<file path="config.mk">
export PLATFORM = sky130hd
export DESIGN_NAME = grid_index_codec_flat
export DESIGN_NICKNAME = d
export VERILOG_FILES = /design/src/rtl/grid_index_codec_if.sv /design/src/rtl/grid_index_codec.sv /design/src/flat_wrapper.sv
export SDC_FILE = /design/constraint.sdc
export NUM_CORES = 1
export LEC_CHECK = 0
export CORE_UTILIZATION = 50
export CTS_BUF_LIST = sky130_fd_sc_hd__clkbuf_4
export DETAILED_ROUTE_END_ITERATION = 12
export PLACE_DENSITY = 0.87
export SKIP_CTS_REPAIR_TIMING = 1
export SLEW_MARGIN = 15
export SYNTH_ARGS = -nofsm -noshare
export SYNTH_HDL_FRONTEND = slang
export SYNTH_SLANG_ARGS = --single-unit
</file>
<file path="constraint.sdc">
create_clock -name clk -period 5.1 [get_ports clk]
set_input_delay 1.02 -clock clk [delete_from_list [all_inputs] [get_ports clk]]
set_output_delay 1.02 -clock clk [all_outputs]
set_load 0.02 [all_outputs]
</file>
<file path="src/rtl/grid_index_codec_if.sv">
// rtl/grid_index_codec_if.sv - request/response bundle for the grid index codec
interface grid_index_codec_if #(
  parameter int COORD_W = 7,
  parameter int IDX_W   = 2 * COORD_W
);
  logic               in_valid;
  logic               in_ready;
  logic               in_mode;
  logic [COORD_W-1:0] in_size_x;
  logic [COORD_W-1:0] in_size_y;
  logic [COORD_W-1:0] in_x;
  logic [COORD_W-1:0] in_y;
  logic [IDX_W-1:0]   in_index;
  logic               out_valid;
  logic               out_ready;
  logic [COORD_W-1:0] out_x;
  logic [COORD_W-1:0] out_y;
  logic [IDX_W-1:0]   out_index;
  logic [IDX_W-1:0]   out_packed;
  logic               out_err;

  // Requester / consumer side
  modport master (
    output in_valid, in_mode, in_size_x, in_size_y, in_x, in_y, in_index, out_ready,
    input  in_ready, out_valid, out_x, out_y, out_index, out_packed, out_err
  );

  // Codec side
  modport slave (
    input  in_valid, in_mode, in_size_x, in_size_y, in_x, in_y, in_index, out_ready,
    output in_ready, out_valid, out_x, out_y, out_index, out_packed, out_err
  );
endinterface

</file>
<file path="src/rtl/grid_index_codec.sv">
// rtl/grid_index_codec.sv - (x,y) <-> linear index converter, shift-add multiply / restoring divide
// Optional accept-time and quotient range checks enabled by GRID_CODEC_ERR_EN.
module grid_index_codec #(
  parameter int COORD_W = 7,
  parameter int IDX_W   = 2 * COORD_W
) (
  input logic              clk,
  input logic              rst_n,
  grid_index_codec_if.slave bus
);
  localparam int CNT_W = $clog2(IDX_W + 1);

  localparam logic [1:0] S_IDLE = 2'd0;
  localparam logic [1:0] S_MUL  = 2'd1;
  localparam logic [1:0] S_DIV  = 2'd2;
  localparam logic [1:0] S_DONE = 2'd3;

  logic [1:0]         state_q, state_d;
  logic [CNT_W-1:0]   cnt_q, cnt_d;
  logic [COORD_W-1:0] sx_q, sx_d;
  logic [COORD_W-1:0] x_q, x_d;
  logic [COORD_W-1:0] y_q, y_d;
  logic [IDX_W-1:0]   idx_q, idx_d;
  logic [IDX_W-1:0]   acc_q, acc_d;
  // Mode 0: y bits shifted out MSB first. Mode 1: dividend shifted out, quotient shifted in.
  logic [IDX_W-1:0]   dq_q, dq_d;
  logic [COORD_W-1:0] rem_q, rem_d;
  logic [COORD_W-1:0] ox_q, ox_d;
  logic [COORD_W-1:0] oy_q, oy_d;
  logic [IDX_W-1:0]   oidx_q, oidx_d;
  logic               oerr_q, oerr_d;
`ifdef GRID_CODEC_ERR_EN
  logic [COORD_W-1:0] sy_q, sy_d;
`endif

  logic               last_mul;
  logic [IDX_W-1:0]   acc_next;
  logic [COORD_W:0]   trial;
  logic               trial_ge;
  logic [COORD_W-1:0] trial_sub;
  logic [IDX_W-1:0]   quo_next;
  logic [COORD_W-1:0] rem_next;

  assign bus.in_ready   = (state_q == S_IDLE);
  assign bus.out_valid  = (state_q == S_DONE);
  assign bus.out_x      = ox_q;
  assign bus.out_y      = oy_q;
  assign bus.out_index  = oidx_q;
  assign bus.out_packed = {oy_q, ox_q};
  assign bus.out_err    = oerr_q;

  // Datapath step for one multiply or divide iteration
  always_comb begin
    last_mul  = (cnt_q == CNT_W'(COORD_W - 1));
    acc_next  = (acc_q << 1)
              + (dq_q[IDX_W-1] ? IDX_W'(sx_q) : '0)
              + (last_mul ? IDX_W'(x_q) : '0);
    trial     = {rem_q, dq_q[IDX_W-1]};
    trial_ge  = (trial >= {1'b0, sx_q});
    trial_sub = trial[COORD_W-1:0] - sx_q;
    rem_next  = trial_ge ? trial_sub : trial[COORD_W-1:0];
    quo_next  = {dq_q[IDX_W-2:0], trial_ge};
  end

  // Transaction sequencing and result capture on DONE entry
  always_comb begin
    state_d = state_q;
    cnt_d   = cnt_q;
    sx_d    = sx_q;
    x_d     = x_q;
    y_d     = y_q;
    idx_d   = idx_q;
    acc_d   = acc_q;
    dq_d    = dq_q;
    rem_d   = rem_q;
    ox_d    = ox_q;
    oy_d    = oy_q;
    oidx_d  = oidx_q;
    oerr_d  = oerr_q;
`ifdef GRID_CODEC_ERR_EN
    sy_d    = sy_q;
`endif
    case (state_q)
      S_IDLE: begin
        if (bus.in_valid) begin
          sx_d    = bus.in_size_x;
          x_d     = bus.in_x;
          y_d     = bus.in_y;
          idx_d   = bus.in_index;
          cnt_d   = '0;
          acc_d   = '0;
          rem_d   = '0;
          dq_d    = bus.in_mode ? bus.in_index
                                : (IDX_W'(bus.in_y) << (IDX_W - COORD_W));
          state_d = bus.in_mode ? S_DIV : S_MUL;
`ifdef GRID_CODEC_ERR_EN
          sy_d    = bus.in_size_y;
          if (bus.in_mode ? (bus.in_size_x == '0)
                          : ((bus.in_x >= bus.in_size_x) || (bus.in_y >= bus.in_size_y))) begin
            state_d = S_DONE;
            ox_d    = '0;
            oy_d    = '0;
            oidx_d  = '0;
            oerr_d  = 1'b1;
          end
`endif
        end
      end
      S_MUL: begin
        acc_d = acc_next;
        dq_d  = dq_q << 1;
        cnt_d = cnt_q + CNT_W'(1);
        if (last_mul) begin
          state_d = S_DONE;
          ox_d    = x_q;
          oy_d    = y_q;
          oidx_d  = acc_next;
          oerr_d  = 1'b0;
        end
      end
      S_DIV: begin
        rem_d = rem_next;
        dq_d  = quo_next;
        cnt_d = cnt_q + CNT_W'(1);
        if (cnt_q == CNT_W'(IDX_W - 1)) begin
          state_d = S_DONE;
          ox_d    = rem_next;
          oy_d    = quo_next[COORD_W-1:0];
          oidx_d  = idx_q;
          oerr_d  = 1'b0;
`ifdef GRID_CODEC_ERR_EN
          if (quo_next >= IDX_W'(sy_q)) begin
            ox_d   = '0;
            oy_d   = '0;
            oidx_d = '0;
            oerr_d = 1'b1;
          end
`endif
        end
      end
      default: begin
        if (bus.out_ready) state_d = S_IDLE;
      end
    endcase
  end

  // State and datapath registers, cleared asynchronously
  always_ff @(posedge clk or negedge rst_n) begin
    if (!rst_n) begin
      state_q <= S_IDLE;
      cnt_q   <= '0;
      sx_q    <= '0;
      x_q     <= '0;
      y_q     <= '0;
      idx_q   <= '0;
      acc_q   <= '0;
      dq_q    <= '0;
      rem_q   <= '0;
      ox_q    <= '0;
      oy_q    <= '0;
      oidx_q  <= '0;
      oerr_q  <= 1'b0;
`ifdef GRID_CODEC_ERR_EN
      sy_q    <= '0;
`endif
    end else begin
      state_q <= state_d;
      cnt_q   <= cnt_d;
      sx_q    <= sx_d;
      x_q     <= x_d;
      y_q     <= y_d;
      idx_q   <= idx_d;
      acc_q   <= acc_d;
      dq_q    <= dq_d;
      rem_q   <= rem_d;
      ox_q    <= ox_d;
      oy_q    <= oy_d;
      oidx_q  <= oidx_d;
      oerr_q  <= oerr_d;
`ifdef GRID_CODEC_ERR_EN
      sy_q    <= sy_d;
`endif
    end
  end
endmodule

</file>
<file path="src/flat_wrapper.sv">
// flat-port wrapper written by rule: the top's interface ports become plain ports
module grid_index_codec_flat 
#(
  parameter int COORD_W = 7,
  parameter int IDX_W   = 2 * COORD_W
)
  (clk, rst_n, bus_in_valid, bus_in_mode, bus_in_size_x, bus_in_size_y, bus_in_x, bus_in_y, bus_in_index, bus_out_ready, bus_in_ready, bus_out_valid, bus_out_x, bus_out_y, bus_out_index, bus_out_packed, bus_out_err);
  grid_index_codec_if #(.COORD_W(COORD_W), .IDX_W(IDX_W)) bus_i ();
  input logic clk;
  input logic rst_n;
  input wire logic [$bits(bus_i.in_valid)-1:0] bus_in_valid;
  input wire logic [$bits(bus_i.in_mode)-1:0] bus_in_mode;
  input wire logic [$bits(bus_i.in_size_x)-1:0] bus_in_size_x;
  input wire logic [$bits(bus_i.in_size_y)-1:0] bus_in_size_y;
  input wire logic [$bits(bus_i.in_x)-1:0] bus_in_x;
  input wire logic [$bits(bus_i.in_y)-1:0] bus_in_y;
  input wire logic [$bits(bus_i.in_index)-1:0] bus_in_index;
  input wire logic [$bits(bus_i.out_ready)-1:0] bus_out_ready;
  output wire logic [$bits(bus_i.in_ready)-1:0] bus_in_ready;
  output wire logic [$bits(bus_i.out_valid)-1:0] bus_out_valid;
  output wire logic [$bits(bus_i.out_x)-1:0] bus_out_x;
  output wire logic [$bits(bus_i.out_y)-1:0] bus_out_y;
  output wire logic [$bits(bus_i.out_index)-1:0] bus_out_index;
  output wire logic [$bits(bus_i.out_packed)-1:0] bus_out_packed;
  output wire logic [$bits(bus_i.out_err)-1:0] bus_out_err;
  assign bus_i.in_valid = bus_in_valid;
  assign bus_i.in_mode = bus_in_mode;
  assign bus_i.in_size_x = bus_in_size_x;
  assign bus_i.in_size_y = bus_in_size_y;
  assign bus_i.in_x = bus_in_x;
  assign bus_i.in_y = bus_in_y;
  assign bus_i.in_index = bus_in_index;
  assign bus_i.out_ready = bus_out_ready;
  assign bus_in_ready = bus_i.in_ready;
  assign bus_out_valid = bus_i.out_valid;
  assign bus_out_x = bus_i.out_x;
  assign bus_out_y = bus_i.out_y;
  assign bus_out_index = bus_i.out_index;
  assign bus_out_packed = bus_i.out_packed;
  assign bus_out_err = bus_i.out_err;
  grid_index_codec #(.COORD_W(COORD_W), .IDX_W(IDX_W)) u_core (.clk(clk), .rst_n(rst_n), .bus(bus_i));
endmodule
</file>
Yosys cells after proc, flatten, opt, wreduce, memory -nomap -nowiden. Index checks and enable logic that the tools add are counted.

$add $sub $neg: 4. Multipliers: 0. Div/mod/pow operators: 0. Magnitude comparators: 1. Eq/ne operators: 8. Shift-type cells: 0. Muxes and demuxes: 30. Bitwise operators: 0. Reduce and logical (&&, ||, !) cells: 15.

Operator list (number): 14-bit two-way mux (4); 7-bit two-way mux (8); 14-bit case mux with 3 select lines (1); 7-bit case mux with 2 select lines (3); 14-bit by 7-bit adder with 14-bit output (2); 14-bit case mux with 2 select lines (1); 13-bit case mux with 2 select lines (1); 13-bit two-way mux (1); 2-bit two-way mux (5); 2-bit AND reduction (5); 8-bit by 7-bit greater-or-equal comparator with 1-bit output (1); 4-bit case mux with 2 select lines (1); 2-bit nonzero test (4); 7-bit subtractor (1); 2-bit case mux with 3 select lines (1); 4-bit by 1-bit adder with 4-bit output, second input constant (1); 2-bit == test, second input constant (2); 4-bit by 3-bit == test with 1-bit output, second input constant (1); 4-bit == test, second input constant (1); 4-bit two-way mux (1); 2-bit by 1-bit inequality test with 1-bit output, second input constant (2); 4-bit AND reduction (1); 4-bit nonzero test (1); 3-bit AND reduction (1); other kinds (7) (8).

Bits in registers: 104. Latch bits: 0. RAM bits: 0. ROM bits: 0. Input port bits: 47. Output and inout port bits: 45. Word-level logic and storage cells: 71. Memories: 0.

Longest topological paths before layout.
Depth after elaboration: 5. Mapped depth: 15. Depth with buffers taken out: 14.

Worst setup path before layout. Ideal clock, no wire load.

Path type: flip-flop to flip-flop. Start point: register u_core.cnt_q[0]. End point: register u_core.oidx_q[13], in the netlist u_core.bus.out_index[13]. Setup time: 139 ps. Arrival: 3101 ps. Setup slack: 1860 ps. Cell stages (with the launch flop): 16. Path buffers: 1. Period minus slack after synthesis: 3240 ps. Cells stage by stage: dfrtp_1 -> inv_1 -> ha_1 -> and3b_1 -> clkbuf_2 -> nand2_1 -> fa_1 -> inv_1 -> ha_1 -> inv_1 -> fa_1 -> nor2b_1 -> o31ai_1 -> a2111oi_0 -> xnor2_1 -> o221ai_1.

Cells in the longest elaborated chain, start to end: 5. Elaborated cells between the ends (all ways): 9. Those cells by class: add/sub (1); eq/ne (4); mux (3); reduce/logical (1).

Ends and longest elaborated chain: start, declared (line grid_index_codec.sv:19) `logic [CNT_W-1:0] cnt_q, cnt_d;`; start signal, assigned (line grid_index_codec.sv:168) `cnt_q <= cnt_d;`; 4-bit by 3-bit == test with 1-bit output (line grid_index_codec.sv:54) `last_mul = (cnt_q == CNT_W'(COORD_W - 1));`; 7-bit two-way mux (line grid_index_codec.sv:57) `+ (last_mul ? IDX_W'(x_q) : '0);`; 14-bit by 7-bit adder with 14-bit output (line grid_index_codec.sv:57); 14-bit two-way mux (line grid_index_codec.sv:113) `if (last_mul) begin`; 14-bit case mux with 2 select lines (line grid_index_codec.sv:83) `case (state_q)`; end signal, assigned (line grid_index_codec.sv:178) `oidx_q <= oidx_d;`; end, declared (line grid_index_codec.sv:30) `logic [IDX_W-1:0] oidx_q, oidx_d;`.

Several ways; a longest one is shown, not always the timed one. The select of a mux whose other input is x is not followed. A chain may end at the register's enable or synchronous reset.

Final worst setup path. Ends and elaborated chain as after synthesis.

==> qor.csv <==
stage,metric,value,unit
sta,period_needed,3.78,ns
layout,fin_nets,729,
cts,clk_latency,0.49,ns
cts,cts.clk_slew.worst_paths,0.17,ns
cts,cts_tree,done,
detailed_routing,route.detailed.drc,0,
synthesis,syn_nets,675,
layout,final_area,0.00683,mm2
placement,dp_slack,1.34,ns
synthesis,synthesis.instances,596,
layout,n_antenna_cell,0,
critical_path,endpoint_kind,flop,
floorplan,dieArea,0.0122,mm2
power,peakVddDrop,0.313,mV
detailed_routing,drt_first_pass_iters,5,
synthesis,yosysSeqAreaShare,44.0,%
detailed_routing,wl,13.8,mm
global_routing,grt_pass1_wl,21.9,mm
sta,fin_tns_setup,0,ns
detailed_routing,vias,4669,
placement,gp_congestion,0.893,
sta,slew_headroom,42.7,%
sta,finClkSkew,0.0372,ns
synthesis,avgSynthCellArea,9.84,um2
critical_path,critical_path_class,flop to flop,
sta,slew_violations,0,
floorplan,start_util,51.3,%
synthesis,ys.flop_type,dfrtp_1,
synthesis,synth_edf_count,0,
sta,setup_ws,1.32,ns
global_routing,grt_max_degree,67,
global_routing,grt.overflow.total,0,
sta,period_share,74.0,%
synthesis,synth_area,0.00586,mm2
synthesis,synth_area_leader_cell,dfrtp_1,
status,status,"finished, final reports clean",
global_routing,grt_pass1_vias,4647,
layout,synthToLayoutAreaGrowth,16.5,%
cts,cts_buffers,9,
sta,setup_violations,0,
sta,hold_violations,0,
power,p_leak,3.03,nW
sta,rsz0062_at_grt,no,
synthesis,yosys_warnings,0,
cts,cts_buffer_depth,2,
hold_path,hold_class,flop to flop,
detailed_routing,wire_per_inst,17.3,um
cts,htreeDepth,3,
placement,portBuffers,83,
floorplan,dieHeight,110,um
critical_path,critPathMaxFanout,8,
job,drv_cap,0,
floorplan,io_pins,92,
floorplan,row_count,39,
synthesis,synthTopCellsByArea,"dfrtp_1 44%, mux2_2 6.7%, ha_1 5.1%",
power,p_per_area,653,mW/mm2
cts,cts-root-buf,clkbuf_4,
synthesis,synth_top_cell_area_share,44.0,%
detailed_routing,ant_nets,0,
synthesis,synth-seq-cells,103,
critical_path,cp.arrival,4.13,ns
synthesis,synth_cell_type_count,57,
floorplan,die_width,110,um
sta,clock.fmax,265,MHz
synthesis,synthArstFlopShare,100,%
detailed_routing,vias_per_cell,5.85,
placement,placedInstanceArea,0.00668,mm2
global_routing,grt_usage,23.8,%
critical_path,cp-start-kind,flop,
cts,cts.sinks,103,
floorplan,core_area,0.0114,mm2
sta,worst_slew_pin_slew,0.860,ns
critical_path,crit_required,5.45,ns
placement,hpwlAfterDp,10.2,mm
detailed_routing,drt_iter0_markers,399,
layout,drive_gt1_share,9.77,%
global_routing,grt_antenna_before_repair,0,
[power breakdown]
part	switching [mW]	internal, mW	total [mW]
logic	1.49	1.06	2.55
registers	0.274	1.18	1.45
clock network	0.290	0.163	0.453
[metrics by stage]
stage	total power, mW	std cells	util [%]	hold WS [ns]
2_1_floorplan	3.24	596	-	0.449
3_5_place_dp	4.00	782	58.5	0.479
5_1_grt	4.79	798	59.8	0.538
3_3_place_gp	3.86	782	58.5	0.466
4_1_cts	4.46	798	59.8	0.515
6_report	4.46	798	59.8	0.507
[synth_stat cells (all sizes together) (12+ instances only)]
library cell / n
nand2: 72
inv: 42
clkbuf: 20
nor2: 42
mux2: 36
a21oi: 33
o221ai: 12
o21ai: 40
buf: 25
ha: 24
mux2i: 27
dfrtp: 103
[worst paths after layout]
| check | endpoint | start | slack, ns | cells after the start |
|---|---|---|---|---|
| max | u_core.bus.out_index[13] | u_core.cnt_q[0] | 1.32 | 14 |
| min | u_core.acc_q[4] | u_core.acc_q[4] | 0.51 | 2 |
| max reg2reg | u_core.bus.out_index[13] | u_core.cnt_q[0] | 1.32 | 14 |
| min reg2reg | u_core.acc_q[4] | u_core.acc_q[4] | 0.51 | 2 |
| max in group asynchronous | u_core.sx_q[5] | rst_n | 3.45 | 2 |
| min in group asynchronous | u_core.bus.out_y[5] | rst_n | 0.59 | 1 |
[layer usage]
metal	share of wire [%]	global-route usage (%)
met1	41	29.1
met2	51	41.0
met3	5.8	5.94
met4	1.8	7.61
met5	0	0
[registers in the layout, summed over array words and instances, names as in the netlist]
name / flops
u_core.bus.out_y: 7
u_core.y_q: 7
u_core.idx_q: 14
u_core.state_q: 2
u_core.bus.out_x: 7
u_core.acc_q: 13
u_core.dq_q: 14
u_core.bus.out_index: 14
u_core.x_q: 7
u_core.sx_q: 7
u_core.cnt_q: 4
u_core.rem_q: 7
[cell type report]
cell class / instances / area [um2]
inverters: 43 / 161
fillers: 948 / 4590
well taps: 143 / 179
multi-input cells: 405 / 2900
clock buffers: 10 / 75.1
repair buffers: 88 / 866
clock inverters: 6 / 77.6
flip-flops and latches: 103 / 2580
[logic make-up after synthesis]
family | Yosys count | share of synthesized area, %
AND/OR/NAND/NOR | 156 | 11.9
multiplexers | 63 | 11.6
flip-flops | 103 | 44.0
adder cells (fa/ha/maj) | 32 | 7.85
buffers and inverters | 88 | 6.89
AO/OA/AOI/OAI | 143 | 16.3
other | 1 | 0.0640
XOR/XNOR | 10 | 1.49
[worst max-delay path, cell delays in order, from the launching register on]
cell	delay [ns]
dfrtp_1	0.46
inv_1	0.10
ha_1	0.14
and3b_1	0.36
nand2_1	0.13
fa_1	0.46
inv_1	0.08
ha_1	0.19
inv_1	0.07
fa_1	0.39
nor2b_1	0.24
o31ai_1	0.18
a2111oi_0	0.53
xnor2_1	0.18
o221ai_1	0.13
[placed cells by master, fill, tap and decap left out, types with 8 or more instances in the layout]
cell             count
clkbuf_4            10
o21ai_0             39
o221ai_1            12
mux2_2              35
dfrtp_1            103
o31ai_1              8
fa_1                 8
nor2_1              42
mux2i_1             27
ha_1                24
nand2_1             71
clkdlybuf4s50_1     82
a21oi_1             33
nor3_1               9
inv_1               42
(Power assumes the default switching activity.)
